<file path="config.mk">
export PLATFORM = sky130hd
export DESIGN_NAME = digest_word_reader
export DESIGN_NICKNAME = d
export VERILOG_FILES = /design/src/rtl/sha256_pkg.sv /design/src/rtl/byte_swap_word.sv /design/src/rtl/digest_word_reader.sv
export SDC_FILE = /design/constraint.sdc
export NUM_CORES = 1
export LEC_CHECK = 0
export ABC_AREA = 1
export BUFFER_PORTS_ARGS = -buffer_cell sky130_fd_sc_hd__buf_2
export CAP_MARGIN = 20
export CORE_ASPECT_RATIO = 2
export CORE_UTILIZATION = 55
export CTS_CLUSTER_DIAMETER = 60
export DETAILED_ROUTE_END_ITERATION = 7
export GPL_TIMING_DRIVEN = 0
export HOLD_SLACK_MARGIN = 0.06
export PLACE_DENSITY = 0.84
export SYNTH_ARGS = -nofsm -noshare
export SYNTH_HDL_FRONTEND = slang
export SYNTH_HIERARCHICAL = 1
export SYNTH_SLANG_ARGS = --single-unit
</file>
<file path="constraint.sdc">
create_clock -name CLK -period 2 [get_ports CLK]
set_clock_uncertainty 0.15 [all_clocks]
set_input_delay 0 -clock CLK [delete_from_list [all_inputs] [get_ports CLK]]
set_output_delay 0 -clock CLK [all_outputs]
set_load 0.02 [all_outputs]
</file>
<file path="src/rtl/sha256_pkg.sv">
// Shared SHA-256 constants and the digest reader state encoding.
package sha256_pkg;

    localparam int unsigned SHA256_DIGEST_W = 256;
    localparam int unsigned SHA256_WORD_W   = 32;
    localparam int unsigned SHA256_NWORDS   = SHA256_DIGEST_W / SHA256_WORD_W;

    typedef enum logic {
        RD_IDLE = 1'b0,
        RD_SEND = 1'b1
    } rd_state_e;

endpackage : sha256_pkg

</file>
<file path="src/rtl/byte_swap_word.sv">
// Combinational byte-order reversal of one WORD_W-bit word.
module byte_swap_word #(
    parameter int unsigned WORD_W = 32
) (
    input  logic [WORD_W-1:0] word_i,
    output logic [WORD_W-1:0] word_o
);

    localparam int unsigned NB = WORD_W / 8;

    for (genvar b = 0; b < NB; b++) begin : g_byte
        assign word_o[8*b +: 8] = word_i[WORD_W-8-8*b +: 8];
    end

endmodule : byte_swap_word

</file>
<file path="src/rtl/digest_word_reader.sv">
// Snapshots the stored digest on start and streams it out word by word over valid/ready.
module digest_word_reader
    import sha256_pkg::*;
#(
    parameter int unsigned DIGEST_W  = SHA256_DIGEST_W,
    parameter int unsigned WORD_W    = SHA256_WORD_W,
    parameter bit          MSW_FIRST = 1'b1,
    parameter bit          BYTE_SWAP = 1'b0
) (
    input  logic                CLK,
    input  logic                RST,
    input  logic [DIGEST_W-1:0] digest_in,
    input  logic                start,
    input  logic                flush,
    input  logic                out_ready,
    output logic [WORD_W-1:0]   out_word,
    output logic                out_valid,
    output logic                out_last,
    output logic                busy,
    output logic                done
);

    localparam int unsigned NW = DIGEST_W / WORD_W;
    localparam int unsigned CW = (NW > 1) ? $clog2(NW) : 1;

    rd_state_e           state_q, state_d;
    logic [DIGEST_W-1:0] sreg_q, sreg_d;
    logic [CW-1:0]       cnt_q, cnt_d;
    logic                done_q, done_d;

    logic                last_c;
    logic [WORD_W-1:0]   raw_word_c;
    logic [WORD_W-1:0]   word_c;

    assign last_c = (cnt_q == CW'(NW - 1));

    // State, snapshot/shift register, word counter and done flop.
    always_ff @(posedge CLK or negedge RST) begin
        if (!RST) begin
            state_q <= RD_IDLE;
            sreg_q  <= '0;
            cnt_q   <= '0;
            done_q  <= 1'b0;
        end else begin
            state_q <= state_d;
            sreg_q  <= sreg_d;
            cnt_q   <= cnt_d;
            done_q  <= done_d;
        end
    end

    // Flush outranks a handshake; start is only looked at in IDLE.
    always_comb begin
        state_d = state_q;
        sreg_d  = sreg_q;
        cnt_d   = cnt_q;
        done_d  = 1'b0;
        case (state_q)
            RD_IDLE: begin
                if (start && !flush) begin
                    sreg_d  = digest_in;
                    cnt_d   = '0;
                    state_d = RD_SEND;
                end
            end
            RD_SEND: begin
                if (flush) begin
                    state_d = RD_IDLE;
                end else if (out_ready) begin
                    if (last_c) begin
                        state_d = RD_IDLE;
                        done_d  = 1'b1;
                    end else begin
                        cnt_d  = cnt_q + CW'(1);
                        sreg_d = MSW_FIRST ? (sreg_q << WORD_W) : (sreg_q >> WORD_W);
                    end
                end
            end
            default: begin
                state_d = RD_IDLE;
            end
        endcase
    end

    // The current word always sits at the end of the shift register nearest the output.
    if (MSW_FIRST) begin : g_msw
        assign raw_word_c = sreg_q[DIGEST_W-1 -: WORD_W];
    end else begin : g_lsw
        assign raw_word_c = sreg_q[WORD_W-1:0];
    end

    if (BYTE_SWAP) begin : g_swap
        byte_swap_word #(
            .WORD_W (WORD_W)
        ) u_byte_swap (
            .word_i (raw_word_c),
            .word_o (word_c)
        );
    end else begin : g_noswap
        assign word_c = raw_word_c;
    end

    assign out_word  = word_c;
    assign out_valid = (state_q == RD_SEND);
    assign busy      = (state_q == RD_SEND);
    assign out_last  = (state_q == RD_SEND) && last_c;
    assign done      = done_q;

endmodule : digest_word_reader

</file>
### Yosys cells after proc, flatten, opt, wreduce, memory -nomap -nowiden

Cells that the tools add are included.

| storage, ports and cells | value |
|---|---|
| flip-flop bits (word level) | 261 |
| input bits | 261 |

| cells by class | value |
|---|---|
| bitwise operators | 1 |
| $add $sub $neg | 1 |
| reductions and logical operators | 4 |
| equality and inequality tests | 5 |
| mux-type cells | 19 |

Operators with widths:

| cell | count |
|---|---|
| 256-bit 2-to-1 mux | 4 |
| 256-bit case mux with 2 select lines | 1 |
| 3-bit 2-to-1 mux | 4 |
| 1-bit 2-to-1 mux | 8 |
| 2-bit != test, second input constant | 4 |
| 3-bit case mux with 2 select lines | 1 |
| 4-bit AND reduction | 1 |
| 3-bit by 1-bit adder with 3-bit output, second input constant | 1 |
| 3-bit equality test, second input constant | 1 |
| 1-bit logical AND | 2 |
| 1-bit case mux with 2 select lines | 1 |
| 1-bit zero test | 1 |
| 1-bit inverter | 1 |

### Depth between registers and ports, before layout

| logic depth | value |
|---|---|
| depth in word-level cells | 5 |
| mapped depth | 9 |
| depth with buffers taken out | 7 |

### Least setup slack after synthesis

OpenSTA, ideal clock, no wires.

| timing | value |
|---|---|
| path kind | reg-to-reg |
| start point | register cnt_q[0] |
| end point | register sreg_q[169] |
| stages on the path, launching flop included | 10 |
| arrival time | 1,598 ps |
| setup time | 65 ps |
| setup slack | 187 ps |
| data required time | 1,785 ps |
| buffers on the path | 2 |
| cell sequence | dfrtp_1 -> ha_1 -> ha_1 -> nor2_1 -> nand2_2 -> nand2_2 -> buf_4 -> buf_4 -> nand2_1 -> nand2_1 |

| between the ends | value |
|---|---|
| word-level cells in the longest chain between the ends | 3 |

RTL lines:

| what | line | text |
|---|---|---|
| from (decl) | digest_word_reader.sv:28 | `logic [CW-1:0] cnt_q, cnt_d;` |
| from (signal assigned) | digest_word_reader.sv:47 | `cnt_q <= cnt_d;` |
| 3-bit equality test | digest_word_reader.sv:35 | `assign last_c = (cnt_q == CW'(NW - 1));` |
| 2-bit != test (no line) | -- |  |
| 4-bit AND reduction (no line) | -- |  |
| to (signal assigned) | digest_word_reader.sv:46 | `sreg_q <= sreg_d;` |
| to (decl) | digest_word_reader.sv:27 | `logic [DIGEST_W-1:0] sreg_q, sreg_d;` |

Every way passes these cells.
A chain may end at the register's enable or synchronous reset.

### Worst setup path in the final report

| timing | value |
|---|---|
| start point | register state_q (netlist: busy) |
| end point | register sreg_q[66] |

| between the ends | value |
|---|---|
| word-level cells in the longest chain between the ends | 3 |
| elaborated cells between the ends (all ways) | 7 |
| those cells by class | 4 x eq/ne; 1 x mux; 1 x bitwise; 1 x reduce/logical |

RTL lines:

| what | line | text |
|---|---|---|
| from (decl) | digest_word_reader.sv:26 | `rd_state_e state_q, state_d;` |
| from (signal assigned) | digest_word_reader.sv:45 | `state_q <= state_d;` |
| 1-bit inverter | -- |  |
| 2-bit != test (no line) | -- |  |
| 4-bit AND reduction (no line) | -- |  |

Several ways; a longest one is shown, not always the timed one.

==> results.py <==
metrics = {
    "floorplanning": {
        "die_h_microns": 223.2,
        "die-area_sq_mm": 0.02513,
        "top_level_ports": 297,
        "rows": 80,
        "initial_utilization_pct": 56.25,
        "core_region_area_sq_mm": 0.02392,
        "die_width_microns": 112.6,
    },
    "clock_tree": {
        "clk_latency_ns": 0.54,
        "cts-buffers-inserted": 24,
        "clk_pin_slew_worst_paths_ns": 0.07,
        "cts_tree": "done",
        "cts_root_buf": "clkbuf_16",
        "cts_htree_levels": 1,
        "cts_sinks": 261,
        "cts.path.max_buffers": 3,
    },
    "power": {
        "p_leak_nw": 11.02,
        "p_per_area_mw_per_mm2": 904.2,
        "ir_worst_vdd_mv": 0.8503,
    },
    "worst_setup_path": {
        "critPathCaptureType": "flop",
        "cp.required_ns": 2.33,
        "worst_setup_path_start_kind": "flop",
        "crit_path_max_incr_delay_ns": 0.41,
        "path_delay_family": "buffers and inverters",
        "path_cells": "buf_8 > inv_4 > buf_6 > buf_2 > nand2_1 > nand2_1 > nand2_1 > nand2_1",
        "rr_startpoint": "busy$_DFF_PN0_",
        "startpoint": "busy$_DFF_PN0_",
        "slowest_stage": "dfrtp_1",
        "cp_max_fo": 10,
        "path_buf_inv": 4,
        "crit_type": "reg -> reg",
        "cp_common_cell": "nand2_1",
        "cp.arrival_ns": 2.43,
    },
    "timing": {
        "fmax_mhz": 474.9,
        "rsz0062_at_grt": "true",
        "maxSlewViolCount": 0,
        "max_slew.worst_pin.slew_ns": 0.6773,
        "hold_viol": 0,
        "fin_setup_tns_ns": -0.2500,
        "layout_setup_ws_ns": -0.1055,
        "whs_ns": 0.1217,
        "fin_crit_sh_pct": 105.3,
        "fin_crit_ns": 2.106,
        "setup_viol": 8,
        "slew_headroom_pct": 54.85,
    },
    "min_path": {
        "hp-start": "digest_in[13]",
        "hp-class": "in -> reg",
    },
    "synth": {
        "synth.distinct_cells": 18,
        "netlist_top_cells_area": "dfrtp_1 (49%), nand2_1 (32%), nand3_1 (9.7%), buf_2 (2.8%), buf_4 (2.2%)",
        "avgSynthCellArea_sq_um": 7.082,
        "yosys.area.top_type_share_pct": 48.54,
        "syn-cell-area_sq_mm": 0.01346,
        "synthCells": 1900,
        "ys_warn_count": 6,
        "synth-seq-area-share_pct": 48.54,
        "postSynthRegisterBits": 261,
        "synth_nets": 2163,
        "yosys.area.top_type": "dfrtp_1",
    },
    "routing": {
        "wire_per_inst_microns": 20.83,
        "drtIter0Drc": 1811,
        "first_pass_iters": 8,
        "drc_errors": 0,
        "dr_total_vias": 16460,
        "drt-total-wl_microns": 58630,
        "ant_nets": 0,
        "viasPerCell": 5.850,
    },
    "final_layout": {
        "fin_nets": 2769,
        "fill_cells": 1415,
        "layoutNonFillerInstCount": 2814,
        "syn2layout_area_growth_pct": 44.49,
        "layout-drive-gt1-share_pct": 20.73,
    },
    "grt": {
        "antenna_found_initial": 5,
        "grt_max_degree": 124,
        "overflow": 0,
        "grt_pass1_vias": 17060,
        "grt_usage_pct": 46.13,
        "grt_pass1_wl_microns": 87650,
    },
    "placement": {
        "dp_slack_ns": -0.4884,
        "io_buffers": 295,
        "dpl.cell_count": 2484,
        "dp_hpwl_microns": 33210,
        "place.gp.congestion": 0.9298,
    },
    "run": {
        "maxCapViolCount": 0,
    },
    "outcome": {
        "run_status": "finished with violations",
        "violations": "setup timing",
    },
}
timing repair:
item	4_1_cts	5_1_grt
gates cloned	1	7
pin swaps	2	4
endpoints found under the setup margin	262	233
hold buffers	262	0
gates resized for setup	30	81
endpoints found under the hold margin	521	0
setup buffers	6	7
layer usage:
metal / wire length, microns / global-route usage, % / vias up / share of wire [%]
li1: - / - / 7136 / -
met1: 17410 / 42.93 / 7391 / 30
met2: 28440 / 78.67 / 1366 / 48
met3: 5907 / 13.58 / 568 / 10
met4: 6860 / 44.69 / 2 / 12
met5: 14 / 0 / - / 0.024
registers in the layout (all words and copies together) (netlist names):
name,flops
cnt_q,3
done,1
busy,1
sreg_q,256
final timing paths:
check                      cells past startpoint  slack (ns)                endpoint
setup reg to reg                               8       -0.11  sreg_q[66]$_DFFE_PN0P_
max in group asynchronous                      4        0.65  sreg_q[61]$_DFFE_PN0P_
hold reg to reg                                2        0.35  sreg_q[13]$_DFFE_PN0P_
setup / recovery                               8       -0.11  sreg_q[66]$_DFFE_PN0P_
min in group asynchronous                      4        0.42  sreg_q[15]$_DFFE_PN0P_
hold / removal                                 4        0.12  sreg_q[13]$_DFFE_PN0P_
final cells by class:
type | instances | area, sq um | area share (%)
buffer | 173 | 1180 | 6.068
clock inverter | 8 | 115.1 | 0.5920
clock buffer | 35 | 733.2 | 3.771
timing repair buffer | 578 | 4446 | 22.86
tap | 287 | 359.1 | 1.847
sequential | 261 | 6531 | 33.59
inverter | 4 | 17.52 | 0.09009
multi-input combinational | 1464 | 6052 | 31.13
antenna | 4 | 10.01 | 0.05148
worst min-delay path: stages:
cell and delay, ns:
dlygate4sd3_1 0.52, buf_2 0.11, nand4_1 0.08, nand2_1 0.07
cell usage in the layout, fill, tap and decap left out, drive strengths merged:
cell,Yosys,layout
nand2,1162,1164
buf,134,442
nand3,262,262
dfrtp,261,261
dlygate4sd3,0,261
clkbuf,39,83
nand4,32,32
clkinv,0,5
diode,0,4
inv,4,4
bufinv,0,3
nor2,3,3
ha,2,2
nor3,1,1
per-stage QoR:
stage,cell area (sq um),total power [W],util (%)
final,19440,0.01758,81.28
after global routing,19440,0.01828,81.28
after CTS,19020,0.01688,79.49
after detailed placement,15360,0.01151,64.19
after global placement,15290,0.01133,63.92
after floorplan,13460,0.01002,-
kinds of logic (layout without fill, tap and decap cells):
family / after synthesis / after routing / share of synthesized area (%)
flops: 261 / 261 / 48.54
fa+ha+maj: 2 / 2 / 0.1859
other cells: 0 / 4 / 0
simple gates: 1460 / 1462 / 43.90
buf+inv: 177 / 798 / 7.383
report_power, final:
| part | total (W) | internal, W | switching [W] |
|---|---|---|---|
| registers | 0.00743 | 0.00656 | 0.000869 |
| logic | 0.00514 | 0.00215 | 0.00299 |
| clock network | 0.00501 | 0.00292 | 0.00208 |
| total | 0.0176 | 0.0116 | 0.00594 |
Yosys cell counts:
cell type,instances
buf_1,8
buf_2,75
buf_4,40
buf_6,11
clkbuf_1,39
dfrtp_1,261
ha_1,2
inv_1,2
inv_2,1
inv_4,1
nand2_1,1160
nand2_2,2
nand3_1,261
nand3_2,1
nand4_1,32
nor2_1,2
nor2_4,1
nor3_1,1
No activity file was read; power rests on OpenSTA's default activity.
